<file path="config.mk">
export PLATFORM = sky130hd
export DESIGN_NAME = br_perf_monitor_flat
export DESIGN_NICKNAME = d
export VERILOG_FILES = /design/src/rtl/br_perf_monitor_if.sv /design/src/rtl/br_perf_monitor.sv /design/src/flat_wrapper.sv
export SDC_FILE = /design/constraint.sdc
export NUM_CORES = 1
export LEC_CHECK = 0
export BUFFER_PORTS_ARGS = -buffer_cell sky130_fd_sc_hd__buf_2
export CORE_MARGIN = 2
export CORE_UTILIZATION = 64
export CTS_BUF_LIST = sky130_fd_sc_hd__clkbuf_16
export DETAILED_ROUTE_END_ITERATION = 8
export PLACE_DENSITY = 0.85
export SETUP_SLACK_MARGIN = 0.02
export SLEW_MARGIN = 20
export SYNTH_ARGS = -nofsm -noshare
export SYNTH_HDL_FRONTEND = slang
export SYNTH_SLANG_ARGS = --single-unit
</file>
<file path="constraint.sdc">
create_clock -name clk_i -period 3.5 [get_ports clk_i]
set_input_delay 0.7 -clock clk_i [delete_from_list [all_inputs] [get_ports clk_i]]
set_output_delay 0.7 -clock clk_i [all_outputs]
set_load 0.02 [all_outputs]
</file>
<file path="src/rtl/br_perf_monitor_if.sv">
// Report stream port of the branch-predictor performance monitor.
// The monitor drives words out through the master side, and the consumer uses the slave side.
interface br_perf_monitor_if #(
  parameter int CNT_W = 32
);
  logic             rpt_valid;
  logic             rpt_ready;
  logic [CNT_W-1:0] rpt_data;
  logic [2:0]       rpt_idx;
  logic             rpt_last;

  modport master (
    output rpt_valid,
    output rpt_data,
    output rpt_idx,
    output rpt_last,
    input  rpt_ready
  );

  modport slave (
    input  rpt_valid,
    input  rpt_data,
    input  rpt_idx,
    input  rpt_last,
    output rpt_ready
  );
endinterface

</file>
<file path="src/rtl/br_perf_monitor.sv">
// Accumulates branch-prediction statistics until the core parks on the halt opcode.
// The counters are then frozen and streamed as a 5-word valid/ready report.
module br_perf_monitor #(
  parameter int          CNT_W       = 32,
  parameter logic [31:0] HALT_INSN   = 32'h0000006F,
  parameter int          HALT_REPEAT = 4
) (
  input  logic                     clk_i,
  input  logic                     rst_i,
  input  logic                     br_misses_i,
  input  logic                     br_instr_i,
  input  logic [31:0]              instr_i,
  input  logic [31:0]              t_instr_i,
  br_perf_monitor_if.master        rpt,
  output logic                     done_o
);

  localparam int REP_W = $clog2(HALT_REPEAT + 1);

  typedef enum logic [1:0] {
    ST_RUN,
    ST_REPORT,
    ST_DONE
  } state_e;

  state_e            state_q,   state_d;
  logic [CNT_W-1:0]  cycCnt_q,  cycCnt_d;
  logic [CNT_W-1:0]  brCnt_q,   brCnt_d;
  logic [CNT_W-1:0]  missCnt_q, missCnt_d;
  logic [CNT_W-1:0]  spurCnt_q, spurCnt_d;
  logic [CNT_W-1:0]  lastPc_q,  lastPc_d;
  logic [REP_W-1:0]  rep_q,     rep_d;
  logic [2:0]        idx_q,     idx_d;
  logic              valid_q,   valid_d;
  logic              last_q,    last_d;
  logic [CNT_W-1:0]  data_q,    data_d;
  logic              done_q,    done_d;

  logic              isHalt;
  logic [2:0]        nextIdx;

  function automatic logic [CNT_W-1:0] satInc(input logic [CNT_W-1:0] v);
    return (&v) ? v : v + CNT_W'(1);
  endfunction

  // Next-state logic. The report word is preloaded one cycle ahead so rpt_data stays registered.
  always_comb begin
    state_d   = state_q;
    cycCnt_d  = cycCnt_q;
    brCnt_d   = brCnt_q;
    missCnt_d = missCnt_q;
    spurCnt_d = spurCnt_q;
    lastPc_d  = lastPc_q;
    rep_d     = rep_q;
    idx_d     = idx_q;
    valid_d   = valid_q;
    last_d    = last_q;
    data_d    = data_q;
    done_d    = done_q;
    isHalt    = (instr_i == HALT_INSN);
    nextIdx   = idx_q + 3'd1;

    case (state_q)
      ST_RUN: begin
        cycCnt_d = satInc(cycCnt_q);
        if (br_instr_i) begin
          brCnt_d = satInc(brCnt_q);
        end
        if (br_instr_i && br_misses_i) begin
          missCnt_d = satInc(missCnt_q);
          lastPc_d  = CNT_W'(t_instr_i);
        end
        if (!br_instr_i && br_misses_i) begin
          spurCnt_d = satInc(spurCnt_q);
        end
        if (!isHalt) begin
          rep_d = '0;
        end else if (rep_q != REP_W'(HALT_REPEAT)) begin
          rep_d = rep_q + REP_W'(1);
        end
        if (isHalt && (rep_q == REP_W'(HALT_REPEAT - 1))) begin
          state_d = ST_REPORT;
          valid_d = 1'b1;
          idx_d   = 3'd0;
          last_d  = 1'b0;
          data_d  = cycCnt_d;
        end
      end
      ST_REPORT: begin
        if (valid_q && rpt.rpt_ready) begin
          if (idx_q == 3'd4) begin
            state_d = ST_DONE;
            valid_d = 1'b0;
            last_d  = 1'b0;
            done_d  = 1'b1;
          end else begin
            idx_d  = nextIdx;
            last_d = (nextIdx == 3'd4);
            case (nextIdx)
              3'd1:    data_d = brCnt_q;
              3'd2:    data_d = missCnt_q;
              3'd3:    data_d = spurCnt_q;
              default: data_d = lastPc_q;
            endcase
          end
        end
      end
      ST_DONE: begin
      end
      default: begin
        state_d = ST_RUN;
      end
    endcase
  end

  // State register; reset also aborts a report stream in flight.
  always_ff @(posedge clk_i) begin
    if (rst_i) begin
      state_q   <= ST_RUN;
      cycCnt_q  <= '0;
      brCnt_q   <= '0;
      missCnt_q <= '0;
      spurCnt_q <= '0;
      lastPc_q  <= '0;
      rep_q     <= '0;
      idx_q     <= 3'd0;
      valid_q   <= 1'b0;
      last_q    <= 1'b0;
      data_q    <= '0;
      done_q    <= 1'b0;
    end else begin
      state_q   <= state_d;
      cycCnt_q  <= cycCnt_d;
      brCnt_q   <= brCnt_d;
      missCnt_q <= missCnt_d;
      spurCnt_q <= spurCnt_d;
      lastPc_q  <= lastPc_d;
      rep_q     <= rep_d;
      idx_q     <= idx_d;
      valid_q   <= valid_d;
      last_q    <= last_d;
      data_q    <= data_d;
      done_q    <= done_d;
    end
  end

  assign rpt.rpt_valid = valid_q;
  assign rpt.rpt_data  = data_q;
  assign rpt.rpt_idx   = idx_q;
  assign rpt.rpt_last  = last_q;
  assign done_o        = done_q;

endmodule

</file>
<file path="src/flat_wrapper.sv">
// flat-port wrapper written by rule: the top's interface ports become plain ports
module br_perf_monitor_flat 
#(
  parameter int          CNT_W       = 32,
  parameter logic [31:0] HALT_INSN   = 32'h0000006F,
  parameter int          HALT_REPEAT = 4
)
  (clk_i, rst_i, br_misses_i, br_instr_i, instr_i, t_instr_i, done_o, rpt_rpt_valid, rpt_rpt_data, rpt_rpt_idx, rpt_rpt_last, rpt_rpt_ready);
  br_perf_monitor_if #(.CNT_W(CNT_W)) rpt_i ();
  input  logic clk_i;
  input  logic rst_i;
  input  logic br_misses_i;
  input  logic br_instr_i;
  input  logic [31:0] instr_i;
  input  logic [31:0] t_instr_i;
  output logic done_o;
  output wire logic [$bits(rpt_i.rpt_valid)-1:0] rpt_rpt_valid;
  output wire logic [$bits(rpt_i.rpt_data)-1:0] rpt_rpt_data;
  output wire logic [$bits(rpt_i.rpt_idx)-1:0] rpt_rpt_idx;
  output wire logic [$bits(rpt_i.rpt_last)-1:0] rpt_rpt_last;
  input wire logic [$bits(rpt_i.rpt_ready)-1:0] rpt_rpt_ready;
  assign rpt_rpt_valid = rpt_i.rpt_valid;
  assign rpt_rpt_data = rpt_i.rpt_data;
  assign rpt_rpt_idx = rpt_i.rpt_idx;
  assign rpt_rpt_last = rpt_i.rpt_last;
  assign rpt_i.rpt_ready = rpt_rpt_ready;
  br_perf_monitor #(.CNT_W(CNT_W), .HALT_INSN(HALT_INSN), .HALT_REPEAT(HALT_REPEAT)) u_core (.clk_i(clk_i), .rst_i(rst_i), .br_misses_i(br_misses_i), .br_instr_i(br_instr_i), .instr_i(instr_i), .t_instr_i(t_instr_i), .rpt(rpt_i), .done_o(done_o));
endmodule
</file>
==> out/metrics.json <==
{
  "htree_levels": {"value": 1},
  "postSynthAreaPerCell": {"value": 8.22, "unit": "um2"},
  "vias_per_cell": {"value": 6.52},
  "insertedDiodeCount": {"value": 0},
  "grt-busiest-layer": {"value": "met2"},
  "clkPwrFrac": {"value": 0.473},
  "dominant_cell_type_by_area_after_synthesis": {"value": "dfxtp_1"},
  "vias": {"value": 10400},
  "layout.cells.most_common": {"value": "dfxtp_1"},
  "global_route.usage.met3": {"value": 0.0441},
  "synthDominantCellAreaShare": {"value": 0.382},
  "cts_tree": {"value": "done"},
  "globalRouteTotalUtil": {"value": 0.345},
  "netlist-cell-type-count": {"value": 71},
  "ys_seq_area_frac": {"value": 0.382},
  "setup_viol": {"value": 0},
  "setup_tns": {"value": 0, "unit": "ns"},
  "grt-ovfl-total": {"value": 0},
  "timing.critical_path.to_type": {"value": "flop"},
  "yosys-mux-area-fraction": {"value": 0.00671},
  "async_flop_share": {"value": 0},
  "max-slew-margin-rel": {"value": 0.351},
  "grtUsageMet1": {"value": 0.448},
  "netlist_instances": {"value": 1293},
  "r2r_start": {"value": "u_core.cycCnt_q[0]"},
  "syn_to_final_growth": {"value": 12.2, "unit": "%"},
  "comb_power_share": {"value": 0.036},
  "grt.met2_usage": {"value": 0.556},
  "cts_buffers": {"value": 22},
  "synth.net_count": {"value": 1375},
  "postSynth.topFlopCell": {"value": "dfxtp_1"},
  "num-nets-final": {"value": 1436},
  "max_clock_freq": {"value": 0.351, "unit": "GHz"},
  "post_synth_and_or_nand_nor_area_fraction": {"value": 0.292},
  "switching_power": {"value": 0.00108, "unit": "W"},
  "floorplan.die.height": {"value": 133, "unit": "um"},
  "seq_power_share": {"value": 0.491},
  "dominant_combinational_cell_family_by_area_after_synthesis": {"value": "simple AND/OR/NAND/NOR gates"},
  "max_cap_violations": {"value": 0},
  "outcome": {"value": "finished clean"},
  "finalWirelength": {"value": 30700, "unit": "um"},
  "layout_worst_path_cycle_share": {"value": 0.814},
  "full_die_area": {"value": 0.0177, "unit": "mm2"},
  "worst_hold_startpoint": {"value": "t_instr_i[26]"},
  "worstSetupStartpointType": {"value": "flop"},
  "initialDrtViolationCount": {"value": 1270},
  "final.hold.worst_slack": {"value": 0.428, "unit": "ns"},
  "cts.root.buffer_cell": {"value": "clkbuf_16"},
  "hp-class": {"value": "input pin to flop"},
  "clkSlewWorstSetupHoldPaths": {"value": 0.06, "unit": "ns"},
  "yosys.area_share.xor_xnor": {"value": 0.0997},
  "fp.dieW": {"value": 133, "unit": "um"},
  "period_needed": {"value": 2.85, "unit": "ns"},
  "worst_ep_arrival_time": {"value": 3.24, "unit": "ns"},
  "vdd_ir_drop_max": {"value": 0.369, "unit": "mV"},
  "power_density": {"value": 404, "unit": "mW/mm2"},
  "timing.final.hold_violations": {"value": 0},
  "drt_drc_violations_left": {"value": 0},
  "core.rowCount": {"value": 47},
  "cts_buffer_depth": {"value": 3},
  "first_pass_iters": {"value": 8},
  "worst-slew-pin-transition": {"value": 0.974, "unit": "ns"},
  "clk-insertion-delay-late": {"value": 0.50, "unit": "ns"},
  "number_of_stages_on_the_worst_hold_path": {"value": 3},
  "design_internal_power": {"value": 0.00373, "unit": "W"},
  "skew": {"value": 0.0119, "unit": "ns"},
  "crit_path_start": {"value": "u_core.cycCnt_q[0]"},
  "placeable_area": {"value": 0.0164, "unit": "mm2"},
  "clock_sink_count": {"value": 203},
  "critical_path.max_fanout": {"value": 8},
  "edff_count_synth": {"value": 0},
  "via_count_of_the_first_global_routing_pass": {"value": 9534},
  "final_util": {"value": 0.727},
  "setup_repair_after_global_routing_missed_its_margin": {"value": "no"},
  "worst_path_class_setup": {"value": "flop to flop"},
  "detailed_place_hpwl": {"value": 22200, "unit": "um"},
  "drt.antenna.violating_nets": {"value": 0},
  "ios": {"value": 107},
  "yosys.area_share.adder": {"value": 0.0153},
  "p_leak": {"value": 4.17, "unit": "nW"},
  "synth-seq-cells": {"value": 203},
  "grt_first_pass_wirelength": {"value": 49500, "unit": "um"},
  "post-cts-setup-buffer-count": {"value": 0},
  "cp.required": {"value": 3.89, "unit": "ns"},
  "place.gp.congestion": {"value": 1.07},
  "grt_start_max_net_pins": {"value": 66},
  "ctsHoldBuffers": {"value": 0},
  "synth_compound_area_frac": {"value": 0.159},
  "layout-drive-gt1-share": {"value": 0.142},
  "most-common-layout-cells": {"value": "dfxtp_1 (203), nor2_1 (151), nand2_1 (139), buf_2 (105), a21oi_1 (97)"},
  "synth.yosys.warnings": {"value": 0},
  "synth_area_leaders": {"value": "dfxtp_1 (38%), xnor2_1 (7.4%), nor2_1 (5.3%), nand2_1 (4.9%), a21oi_1 (4.6%)"},
  "detailed_route_wire_length_per_cell": {"value": 19.3, "unit": "um"},
  "portBuffers": {"value": 106},
  "initial_utilization": {"value": 0.648},
  "synthesis.area": {"value": 0.0106, "unit": "mm2"},
  "cts_repair_resize_count": {"value": 0},
  "timing_max_transition_violations_final": {"value": 0},
  "fillerInstances": {"value": 1239},
  "p_sw_frac": {"value": 0.225},
  "worst_reg2reg_path_length_in_cells": {"value": 7},
  "grt_antenna_before_repair": {"value": 1}
}
-- state kept, by name (all words and copies together) (netlist names) --
register	count
u_core.rpt.rpt_idx	3
u_core.lastPc_q	32
u_core.rpt.rpt_data	32
u_core.missCnt_q	32
u_core.rep_q	3
u_core.rpt.rpt_last	1
u_core.state_q	2
u_core.cycCnt_q	32
u_core.spurCnt_q	32
u_core.done_o	1
u_core.brCnt_q	32
u_core.rpt.rpt_valid	1
-- path summary, 6_finish.rpt --
| path | to | slack, ns |
|---|---|---|
| setup / recovery | u_core.rpt.rpt_data[1] | 0.65 |
| hold / removal | u_core.lastPc_q[26] | 0.43 |
| setup reg to reg | u_core.rpt.rpt_data[1] | 0.65 |
| hold reg to reg | u_core.rpt.rpt_data[25] | 0.46 |
-- critical path, cell delays in order (launching register included) --
cell	delay, ns
dfxtp_1	0.48
ha_1	0.31
nand4_2	0.25
nor3_1	0.51
nand3_1	0.39
mux2i_1	0.40
a22oi_1	0.17
a22o_1	0.23
-- through the flow --
| step | cells | area, um2 | power (W) | setup WS (ns) |
|---|---|---|---|---|
| 3_5_place_dp | 1550 | 11200 | 0.00258 | 0.727 |
| 3_3_place_gp | 1550 | 11200 | 0.00258 | 0.788 |
| 6_report | 1589 | 11900 | 0.00481 | 0.653 |
| 5_1_grt | 1589 | 11900 | 0.00493 | 0.563 |
| 2_1_floorplan | 1293 | 10600 | 0.00250 | 0.978 |
| 4_1_cts | 1589 | 11900 | 0.00482 | 0.801 |
-- layout make-up --
class | count | area (um2) | share of cell area
inverters | 24 | 90.1 | 0.00756
well taps | 220 | 275 | 0.0231
multi-input cells | 977 | 6110 | 0.512
repair buffers | 126 | 683 | 0.0573
flip-flops and latches | 203 | 4060 | 0.341
clock buffers | 23 | 576 | 0.0483
clock inverters | 16 | 125 | 0.0105
-- power groups by stage --
| stage | Sequential (W) | Clock [W] | Combinational [W] |
|---|---|---|---|
| 2_1_floorplan | 0.00240 | 0 | 0.000102 |
| 3_3_place_gp | 0.00241 | 0 | 0.000165 |
| 3_5_place_dp | 0.00241 | 0 | 0.000169 |
| 4_1_cts | 0.00236 | 0.00228 | 0.000171 |
| 5_1_grt | 0.00237 | 0.00237 | 0.000191 |
| 6_report | 0.00237 | 0.00228 | 0.000172 |
-- kinds of logic (layout without fill, tap and decap cells) --
| family | count (synthesis) | count (layout) |
|---|---|---|
| AND/OR/NAND/NOR | 592 | 592 |
| flip-flops | 203 | 203 |
| buffers and inverters | 113 | 189 |
| multiplexers | 7 | 7 |
| adder cells (fa/ha/maj) | 13 | 13 |
| AO/OA/AOI/OAI | 244 | 244 |
| XOR/XNOR | 121 | 121 |
-- cell usage after synthesis (6+ instances only) --
library cell,number
a32o_1,11
dfxtp_1,203
xnor2_1,90
xor2_1,31
nor4_1,30
buf_2,15
inv_1,24
nand3_1,61
a222oi_1,26
o21ai_0,26
a22oi_1,18
nand2_1,139
mux2i_1,6
ha_1,13
and4_1,12
nand4_1,41
and3_1,25
o2111ai_1,6
a22o_1,10
nor3_1,43
a211oi_1,6
clkbuf_1,67
and2_1,7
nor2_1,151
a21oi_1,97
o31ai_1,8
or4_1,11
or3_1,20
nor4b_1,8
-- routing by layer --
layer  vias up  wire length [um]
li1       4825                 -
met2       600             13900
met1      4799             12400
met3       130              2420
met5         -                11
met4         2              1940
No activity file was read; power rests on OpenSTA's default activity.
